`src/rtl/mips_mc_ctrl_pkg.sv`:
```
// Shared encodings for the multicycle MIPS control slice: FSM states,
// opcodes and datapath mux/ALU selects.
package mips_ctrl_pkg;

  localparam int OPC_W_DEF = 6;
  localparam int ST_W_DEF  = 4;

  typedef enum logic [3:0] {
    IDLE   = 4'd0,
    FETCH  = 4'd1,
    DECODE = 4'd2,
    MEMADR = 4'd3,
    MEMRD  = 4'd4,
    MEMWB  = 4'd5,
    MEMWR  = 4'd6,
    EXEC   = 4'd7,
    ALUWB  = 4'd8,
    BRANCH = 4'd9,
    ADDIEX = 4'd10,
    ADDIWB = 4'd11,
    JUMP   = 4'd12
  } state_e;

  localparam logic [5:0] OP_RTYPE = 6'b000000;
  localparam logic [5:0] OP_J     = 6'b000010;
  localparam logic [5:0] OP_BEQ   = 6'b000100;
  localparam logic [5:0] OP_ADDI  = 6'b001000;
  localparam logic [5:0] OP_LW    = 6'b100011;
  localparam logic [5:0] OP_SW    = 6'b101011;

  localparam logic [1:0] ALU_ADD   = 2'd0;
  localparam logic [1:0] ALU_SUB   = 2'd1;
  localparam logic [1:0] ALU_FUNCT = 2'd2;

  localparam logic [1:0] SRCB_B      = 2'd0;
  localparam logic [1:0] SRCB_FOUR   = 2'd1;
  localparam logic [1:0] SRCB_IMM    = 2'd2;
  localparam logic [1:0] SRCB_IMM_SH = 2'd3;

  localparam logic [1:0] PCSRC_ALU    = 2'd0;
  localparam logic [1:0] PCSRC_ALUOUT = 2'd1;
  localparam logic [1:0] PCSRC_JUMP   = 2'd2;

  function automatic logic is_mem_op(input logic [5:0] op);
    return (op == OP_LW) || (op == OP_SW);
  endfunction

endpackage

```
`src/rtl/mips_mc_ctrl_if.sv`:
```
// Control/datapath boundary of the multicycle MIPS controller.
// master = controller side, slave = datapath side.
interface mips_mc_ctrl_if #(
  parameter int OPC_W = 6,
  parameter int ST_W  = 4
);
  logic [OPC_W-1:0] opcode;
  logic             zero;
  logic             mem_ready;
  logic             pc_en;
  logic [1:0]       pc_src;
  logic             iord;
  logic             mem_rd;
  logic             mem_wr;
  logic             ir_write;
  logic             reg_dst;
  logic             mem_to_reg;
  logic             reg_write;
  logic             alu_src_a;
  logic [1:0]       alu_src_b;
  logic [1:0]       alu_op;
  logic             illegal;
  logic [ST_W-1:0]  state;

  modport master (
    input  opcode, zero, mem_ready,
    output pc_en, pc_src, iord, mem_rd, mem_wr, ir_write, reg_dst,
           mem_to_reg, reg_write, alu_src_a, alu_src_b, alu_op,
           illegal, state
  );

  modport slave (
    output opcode, zero, mem_ready,
    input  pc_en, pc_src, iord, mem_rd, mem_wr, ir_write, reg_dst,
           mem_to_reg, reg_write, alu_src_a, alu_src_b, alu_op,
           illegal, state
  );
endinterface

```
`src/rtl/mips_mc_ctrl_pc_gate.sv`:
```
// PC load qualification: unconditional PC writes OR a taken branch.
module mips_pc_gate (
  input  logic pc_write,
  input  logic branch,
  input  logic zero,
  output logic pc_en
);
  logic branch_taken;

  and u_branch_and (branch_taken, branch, zero);

  assign pc_en = pc_write | branch_taken;
endmodule

```
`src/rtl/mips_mc_ctrl.sv`:
```
// Multicycle MIPS main control FSM: one instruction at a time, stalling
// in FETCH/MEMRD/MEMWR until the memory reports ready.
module mips_mc_ctrl
  import mips_ctrl_pkg::*;
#(
  parameter int OPC_W = 6,
  parameter int ST_W  = 4
) (
  input  logic             clk,
  input  logic             rst_n,
  mips_mc_ctrl_if.master   bus
);

  state_e     state_q;
  state_e     state_d;

  logic       pc_write;
  logic       branch;
  logic       pc_en;
  logic [1:0] pc_src;
  logic       iord;
  logic       mem_rd;
  logic       mem_wr;
  logic       ir_write;
  logic       reg_dst;
  logic       mem_to_reg;
  logic       reg_write;
  logic       alu_src_a;
  logic [1:0] alu_src_b;
  logic [1:0] alu_op;
  logic       illegal;

  always_ff @(posedge clk) begin
    if (!rst_n) begin
      state_q <= IDLE;
    end else begin
      state_q <= state_d;
    end
  end

  always_comb begin
    state_d    = IDLE;
    pc_write   = 1'b0;
    branch     = 1'b0;
    pc_src     = PCSRC_ALU;
    iord       = 1'b0;
    mem_rd     = 1'b0;
    mem_wr     = 1'b0;
    ir_write   = 1'b0;
    reg_dst    = 1'b0;
    mem_to_reg = 1'b0;
    reg_write  = 1'b0;
    alu_src_a  = 1'b0;
    alu_src_b  = SRCB_B;
    alu_op     = ALU_ADD;
    illegal    = 1'b0;

    case (state_q)
      IDLE: begin
        state_d = FETCH;
      end

      // IR and PC+4 commit only in the cycle the memory delivers the word
      FETCH: begin
        mem_rd    = 1'b1;
        alu_src_b = SRCB_FOUR;
        if (bus.mem_ready) begin
          ir_write = 1'b1;
          pc_write = 1'b1;
          state_d  = DECODE;
        end else begin
          state_d  = FETCH;
        end
      end

      // Branch target is precomputed here while the opcode is decoded
      DECODE: begin
        alu_src_b = SRCB_IMM_SH;
        case (bus.opcode)
          OP_LW, OP_SW: state_d = MEMADR;
          OP_RTYPE:     state_d = EXEC;
          OP_BEQ:       state_d = BRANCH;
          OP_ADDI:      state_d = ADDIEX;
          OP_J:         state_d = JUMP;
          default: begin
            state_d = FETCH;
            illegal = 1'b1;
          end
        endcase
      end

      MEMADR: begin
        alu_src_a = 1'b1;
        alu_src_b = SRCB_IMM;
        state_d   = (bus.opcode == OP_SW) ? MEMWR : MEMRD;
      end

      MEMRD: begin
        mem_rd  = 1'b1;
        iord    = 1'b1;
        state_d = bus.mem_ready ? MEMWB : MEMRD;
      end

      MEMWB: begin
        reg_write  = 1'b1;
        mem_to_reg = 1'b1;
        state_d    = FETCH;
      end

      MEMWR: begin
        mem_wr  = 1'b1;
        iord    = 1'b1;
        state_d = bus.mem_ready ? FETCH : MEMWR;
      end

      EXEC: begin
        alu_src_a = 1'b1;
        alu_op    = ALU_FUNCT;
        state_d   = ALUWB;
      end

      ALUWB: begin
        reg_write = 1'b1;
        reg_dst   = 1'b1;
        state_d   = FETCH;
      end

      BRANCH: begin
        alu_src_a = 1'b1;
        alu_op    = ALU_SUB;
        pc_src    = PCSRC_ALUOUT;
        branch    = 1'b1;
        state_d   = FETCH;
      end

      ADDIEX: begin
        alu_src_a = 1'b1;
        alu_src_b = SRCB_IMM;
        state_d   = ADDIWB;
      end

      ADDIWB: begin
        reg_write = 1'b1;
        state_d   = FETCH;
      end

      JUMP: begin
        pc_src   = PCSRC_JUMP;
        pc_write = 1'b1;
        state_d  = FETCH;
      end

      default: begin
        state_d = IDLE;
      end
    endcase
  end

  mips_pc_gate u_pc_gate (
    .pc_write (pc_write),
    .branch   (branch),
    .zero     (bus.zero),
    .pc_en    (pc_en)
  );

  assign bus.pc_en      = pc_en;
  assign bus.pc_src     = pc_src;
  assign bus.iord       = iord;
  assign bus.mem_rd     = mem_rd;
  assign bus.mem_wr     = mem_wr;
  assign bus.ir_write   = ir_write;
  assign bus.reg_dst    = reg_dst;
  assign bus.mem_to_reg = mem_to_reg;
  assign bus.reg_write  = reg_write;
  assign bus.alu_src_a  = alu_src_a;
  assign bus.alu_src_b  = alu_src_b;
  assign bus.alu_op     = alu_op;
  assign bus.illegal    = illegal;
  assign bus.state      = ST_W'(state_q);

  a_mem_excl: assert property (@(posedge clk) disable iff (!rst_n)
    !(mem_rd && mem_wr));
  a_wr_excl: assert property (@(posedge clk) disable iff (!rst_n)
    !(reg_write && pc_en));
  a_irw_fetch: assert property (@(posedge clk) disable iff (!rst_n)
    ir_write |-> (state_q == FETCH));

endmodule

```
`src/flat_wrapper.sv`:
```
// flat-port wrapper written by rule: the top's interface ports become plain ports
module mips_mc_ctrl_flat import mips_ctrl_pkg::*;
#(
  parameter int OPC_W = 6,
  parameter int ST_W  = 4
)
  (clk, rst_n, bus_opcode, bus_zero, bus_mem_ready, bus_pc_en, bus_pc_src, bus_iord, bus_mem_rd, bus_mem_wr, bus_ir_write, bus_reg_dst, bus_mem_to_reg, bus_reg_write, bus_alu_src_a, bus_alu_src_b, bus_alu_op, bus_illegal, bus_state);
  mips_mc_ctrl_if #(.OPC_W(OPC_W), .ST_W(ST_W)) bus_i ();
  input  logic clk;
  input  logic rst_n;
  input wire logic [$bits(bus_i.opcode)-1:0] bus_opcode;
  input wire logic [$bits(bus_i.zero)-1:0] bus_zero;
  input wire logic [$bits(bus_i.mem_ready)-1:0] bus_mem_ready;
  output wire logic [$bits(bus_i.pc_en)-1:0] bus_pc_en;
  output wire logic [$bits(bus_i.pc_src)-1:0] bus_pc_src;
  output wire logic [$bits(bus_i.iord)-1:0] bus_iord;
  output wire logic [$bits(bus_i.mem_rd)-1:0] bus_mem_rd;
  output wire logic [$bits(bus_i.mem_wr)-1:0] bus_mem_wr;
  output wire logic [$bits(bus_i.ir_write)-1:0] bus_ir_write;
  output wire logic [$bits(bus_i.reg_dst)-1:0] bus_reg_dst;
  output wire logic [$bits(bus_i.mem_to_reg)-1:0] bus_mem_to_reg;
  output wire logic [$bits(bus_i.reg_write)-1:0] bus_reg_write;
  output wire logic [$bits(bus_i.alu_src_a)-1:0] bus_alu_src_a;
  output wire logic [$bits(bus_i.alu_src_b)-1:0] bus_alu_src_b;
  output wire logic [$bits(bus_i.alu_op)-1:0] bus_alu_op;
  output wire logic [$bits(bus_i.illegal)-1:0] bus_illegal;
  output wire logic [$bits(bus_i.state)-1:0] bus_state;
  assign bus_i.opcode = bus_opcode;
  assign bus_i.zero = bus_zero;
  assign bus_i.mem_ready = bus_mem_ready;
  assign bus_pc_en = bus_i.pc_en;
  assign bus_pc_src = bus_i.pc_src;
  assign bus_iord = bus_i.iord;
  assign bus_mem_rd = bus_i.mem_rd;
  assign bus_mem_wr = bus_i.mem_wr;
  assign bus_ir_write = bus_i.ir_write;
  assign bus_reg_dst = bus_i.reg_dst;
  assign bus_mem_to_reg = bus_i.mem_to_reg;
  assign bus_reg_write = bus_i.reg_write;
  assign bus_alu_src_a = bus_i.alu_src_a;
  assign bus_alu_src_b = bus_i.alu_src_b;
  assign bus_alu_op = bus_i.alu_op;
  assign bus_illegal = bus_i.illegal;
  assign bus_state = bus_i.state;
  mips_mc_ctrl #(.OPC_W(OPC_W), .ST_W(ST_W)) u_core (.clk(clk), .rst_n(rst_n), .bus(bus_i));
endmodule
```
`config.mk`:
```
export PLATFORM = sky130hd
export DESIGN_NAME = mips_mc_ctrl_flat
export DESIGN_NICKNAME = d
export VERILOG_FILES = /design/src/rtl/mips_mc_ctrl_pkg.sv /design/src/rtl/mips_mc_ctrl_if.sv /design/src/rtl/mips_mc_ctrl_pc_gate.sv /design/src/rtl/mips_mc_ctrl.sv /design/src/flat_wrapper.sv
export SDC_FILE = /design/constraint.sdc
export NUM_CORES = 1
export LEC_CHECK = 0
export ABC_AREA = 1
export BUFFER_PORTS_ARGS = -buffer_cell sky130_fd_sc_hd__buf_2
export CAP_MARGIN = 10
export CORE_MARGIN = 3
export CORE_UTILIZATION = 36
export CTS_CLUSTER_DIAMETER = 100
export DETAILED_ROUTE_END_ITERATION = 12
export GPL_ROUTABILITY_DRIVEN = 1
export GPL_TIMING_DRIVEN = 0
export PLACE_DENSITY = 0.81
export SYNTH_ARGS = -nofsm -noshare
export SYNTH_HDL_FRONTEND = slang
export SYNTH_HIERARCHICAL = 1
export SYNTH_SLANG_ARGS = --single-unit
```
`constraint.sdc`:
```
create_clock -name clk -period 1.1 [get_ports clk]
set_input_delay 0.055 -clock clk [delete_from_list [all_inputs] [get_ports clk]]
set_output_delay 0.055 -clock clk [all_outputs]
set_load 0.01 [all_outputs]
```
# Word-level counts from Yosys, hierarchy flattened
# Cells that the tools add are included.
[totals]
regBits = 4
[classes]
eq_ne = 17
mux = 22
bitwise = 2
n_reduce_logical = 10
[ops]
columns = ["operator", "count"]
rows = [
  ["one-hot mux 4 bit (8 select lines)", 1],
  ["equality test 4 bit, second input constant", 5],
  ["one-hot mux 4 bit (5 select lines)", 1],
  ["equality test 4 x 3 -> 1 bit, second input constant", 4],
  ["2-to-1 mux 1 bit", 13],
  ["equality test 6 bit, second input constant", 2],
  ["OR reduction 6 bit", 2],
  ["equality test 4 x 2 -> 1 bit, second input constant", 2],
  ["one-hot mux 2 bit (2 select lines)", 2],
  ["OR reduction 2 bit", 4],
  ["equality test 6 x 2 -> 1 bit, second input constant", 1],
  ["equality test 6 x 3 -> 1 bit, second input constant", 1],
  ["equality test 6 x 4 -> 1 bit, second input constant", 1],
  ["logical NOT 6 bit", 1],
  ["one-hot mux 2 bit (3 select lines)", 1],
  ["equality test 4 x 1 -> 1 bit, second input constant", 1],
  ["logical NOT 4 bit", 1],
  ["2-to-1 mux 2 bit", 2],
  ["OR reduction 4 bit", 1],
  ["2-to-1 mux 3 bit", 1],
  ["OR reduction 3 bit", 1],
  ["one-hot mux 1 bit (2 select lines)", 1],
  ["AND 1 bit", 1],
  ["OR 1 bit", 1],
]

# Depth between registers and ports, before layout
[depth]
ltp_word = 4
ltp_mapped = 8
mapped_depth_nobuf = 8

# Modules after synthesis
# The synthesis kept the hierarchy.
[by_module_without_submodules]
columns = ["module", "n_inst", "cells_each", "area_each_um2", "seq_area_each_um2"]
rows = [
  ["mips_mc_ctrl", 1, 92, 469.2, 80.1],
  ["mips_pc_gate", 1, 3, 11.3, 0.0],
]

# Worst setup path after synthesis
# OpenSTA, ideal clock, no wires.
[synth_path]
path_type = "register to output"
startpoint = "register u_core.state_q[0], in the netlist u_core/bus.state[0]"
endpoint = "output bus_pc_en"
arrival_time_ns = 1.152
required_ns = 1.045
slack_ns = -0.107
path_stages_with_launch = 7
path_buffers = 0
path_cell_list = "dfxtp_1 > nor2_1 > inv_1 > nor3_1 > or2_2 > inv_1 > nand2_1"
[synth_lines]
columns = ["item", "line", "rtl"]
rows = [
  ["from (decl)", "mips_mc_ctrl.sv:14", "state_e state_q;"],
  ["from (signal assigned)", "mips_mc_ctrl.sv:37", "state_q <= state_d;"],
  ["equality test 4 bit / equality test 4 x 1 -> 1 bit (equally long branches)", "mips_mc_ctrl.sv:58", "case (state_q)"],
  ["one-hot mux 1 bit (2 select lines) *", "mips_mc_ctrl.sv:58", ""],
  ["via u_core.pc_write", "mips_mc_ctrl.sv:17", "logic pc_write;"],
  ["OR 1 bit *", "mips_mc_ctrl_pc_gate.sv:12", "assign pc_en = pc_write | branch_taken;"],
  ["to (decl)", "flat_wrapper.sv:14", "output wire logic [$bits(bus_i.pc_en)-1:0] bus_pc_en;"],
]
# Mark *: on every way through the listed nets, which the timed path passes. The rest lies on a longest branch.

# Worst setup path after layout
[layout_path]
startpoint = "register u_core.state_q[1], in the netlist u_core/bus.state[1]"
endpoint = "output bus_alu_src_b[1]"
[layout_via]
elab_chain_cells = 3
[layout_lines]
columns = ["item", "line", "rtl"]
rows = [
  ["equality test 4 x 2 -> 1 bit / equality test 4 bit (equally long branches)", "mips_mc_ctrl.sv:58", ""],
  ["OR reduction 2 bit (no line)", "-", ""],
  ["one-hot mux 2 bit (3 select lines) *", "mips_mc_ctrl.sv:58", ""],
  ["to (decl)", "flat_wrapper.sv:24", "output wire logic [$bits(bus_i.alu_src_b)-1:0] bus_alu_src_b;"],
]
# Mark *: on every way between the ends. The rest lies on a longest branch, timed or not.

==> impl_metrics.yaml <==
floorplan:
  core_area_um2: 1171
  num_rows: 12
  die_h_um: 42.53
  die-area_um2: 1809
  start_util_pct: 41.03
  io_pins: 30
  fp.dieW_um: 42.53
hold_path:
  whs_endpoint: "u_core/bus.state[0]"
  hold_class: "in -> reg"
  worstHoldStart: "rst_n"
  hold_depth: 3
power_and_ir_drop:
  peakVddDrop_mv: 0.7556
  p_leak_uw: 0.0005856
  powerDensity_nw_per_um2: 676.4
route:
  postRouteAntennaNets: 0
  vias: 937
  dr.pass1.iters: 4
  wl_per_cell_um: 19.56
  drc: 0
  drt_iter0_drc: 67
  vias_per_cell: 5.856
  wirelength_um: 3129
critical_path:
  worstPathRequired_ps: 1040
  cp_max_fo: 6
  reg2reg_from: "u_core/bus.state[1]"
  cp-start-kind: "flip-flop"
  crit_path_end_kind: "primary output"
  regToRegEndpoint: "u_core/bus.state[1]"
  crit_type: "reg -> out"
  timing.reg2reg.setup_slack_ps: -260
  r2r_cells: 7
  critPathArrivalTime_ps: 1400
  cp-startpoint: "u_core/bus.state[1]"
timing:
  timing.final.hold_violations: 0
  fmax_ghz: 0.6864
  max_slew.worst_pin.slew_ps: 268.7
  finalWorstSetupSlack_ps: -356.8
  fin_skew_ps: 1.634
  slew_viol_final: 0
  slew_headroom_pct: 82.02
  setup_violations: 20
  fin_crit_sh_pct: 132.4
  min_period_ps: 1457
  rsz0062_at_grt: "true"
yosys:
  synth_cell_types: 14
  synth-seq-area-share_pct: 16.67
  synth.avg_cell_area_um2: 5.057
  syn_area_um2: 480.5
  synth_fp_nets: 105
  synth_warnings: 6
  synthCells: 95
  ys_seq_elements: 4
clock_network:
  cts_tree: "done"
  clock_latency_ps: 230
  root_buffer: "clkbuf_4"
  clk_pin_slew_ps: 40
  h-tree-depth: 1
  cts_buffer_depth: 2
  clkSinkCount: 4
  numCtsBuffers: 3
finish:
  fin_util_pct: 90.71
  antennaDiodeCount: 0
  largest_reg_flops: 4
  flow.area_growth_from_synthesis_pct: 121.1
  drive_gt1_share_pct: 66.44
  nets: 158
  fillers: 52
  instances_no_fill: 160
placed_design:
  hpwl_um: 1209
  dpl.cell_count: 138
  portBuffers: 29
  gp_congestion: 0.8384
grt:
  track_usage_pct: 24.72
  grt_pass1_wl_um: 3443
  antenna_found_initial: 0
  grt_pass1_vias: 802
  grt_max_degree: 7
  grt-ovfl-total: 0
run_status:
  outcome: "finished with violations"
  violations: "negative setup slack"
run:
  maxCapViolCount: 0
-- critical path, stage by stage, from the launching register on --
cell        delay [ps]
dfxtp_4            410
clkinvlp_4         170
nor2_4             220
nand2_2            120
o21ai_2             90
buf_2              150
-- repair_timing --
item,CTS,global route
buffers inserted,6,13
gates resized for setup,31,33
hold buffers,0,0
hold endpoints to repair,0,0
pin swaps,9,17
setup endpoints to repair,20,20
-- logic make-up (layout without fill, tap and decap cells) --
kind of cell    count (synthesis)  after routing  share of synthesized area (%)
simple gates                   64             64                          58.33
flops                           4              4                          16.67
compound gates                  6              6                          7.031
buf+inv                        21             72                          17.97
-- how the worst max path moves through the flow --
stage,endpoint,depth (start not counted)
after detailed placement,bus_illegal,6
after global placement,bus_pc_en,8
after CTS,bus_illegal,6
after global routing,bus_alu_src_b[1],5
final,bus_alu_src_b[1],5
after floorplan,bus_pc_en,6
-- power by group --
group          total (µW)  switching, µW  internal [µW]
clock                 178           55.9            122
sequential            173           22.0            151
combinational         368            215            153
-- synthesized netlist by cell type, drive strengths merged --
master,instances,area [µm²]
buf,2,15.01
nand3b,3,22.52
or2,1,6.260
o21ai,1,5.000
a21oi,4,20.02
inv,19,71.31
nand3,14,70.07
a31o,1,8.760
nand2,18,67.56
dfxtp,4,80.08
nor3,3,15.01
nor2,25,98.84
-- per-layer routing --
metal / up-vias / routed length [µm] / part of all wire, % / track usage, %
met5: - / 0 / 0 / 0
met1: 424 / 1039 / 33 / 26.01
met4: 0 / 204 / 6.5 / 18.01
li1: 403 / - / - / -
met2: 86 / 1560 / 50 / 42.86
met3: 24 / 325 / 10 / 4.721
-- stage by stage --
step / setup WS, ps / hold WS [ps] / TNS [ps] / cell area [µm²] / total power (µW)
finish: -356.8 / 33.46 / -4271 / 1062 / 718.5
global route: -415.4 / 61.29 / -5403 / 1062 / 767.9
CTS: -218.9 / 17.82 / -2086 / 828.3 / 600.7
detailed placement: -123.2 / 259.5 / -688.9 / 668.1 / 361.7
global placement: -101.3 / 254.9 / -539.6 / 668.1 / 356.5
floorplan: -50.50 / 152.6 / -64.29 / 505.5 / 287.6
-- cell type report --
cell class / count / area [µm²] / area share [%]
tap: 14 / 17.52 / 1.649
sequential: 4 / 95.09 / 8.952
timing repair buffer: 48 / 340.3 / 32.04
clock buffer: 3 / 22.52 / 2.120
buffer: 2 / 15.01 / 1.413
multi-input combinational: 70 / 491.7 / 46.29
inverter: 19 / 80.08 / 7.538
-- cell usage in the layout (no fill, tap or decap), types with 4 or more instances in the layout --
| cell type | count |
|---|---|
| buf_6 | 10 |
| dfxtp_4 | 4 |
| nor2_4 | 10 |
| inv_2 | 7 |
| buf_4 | 17 |
| inv_1 | 9 |
| nand2_2 | 5 |
| buf_2 | 23 |
| nand2_1 | 12 |
| nor2_1 | 12 |
| nand3_1 | 10 |
No activity file was read; power rests on OpenSTA's default activity.
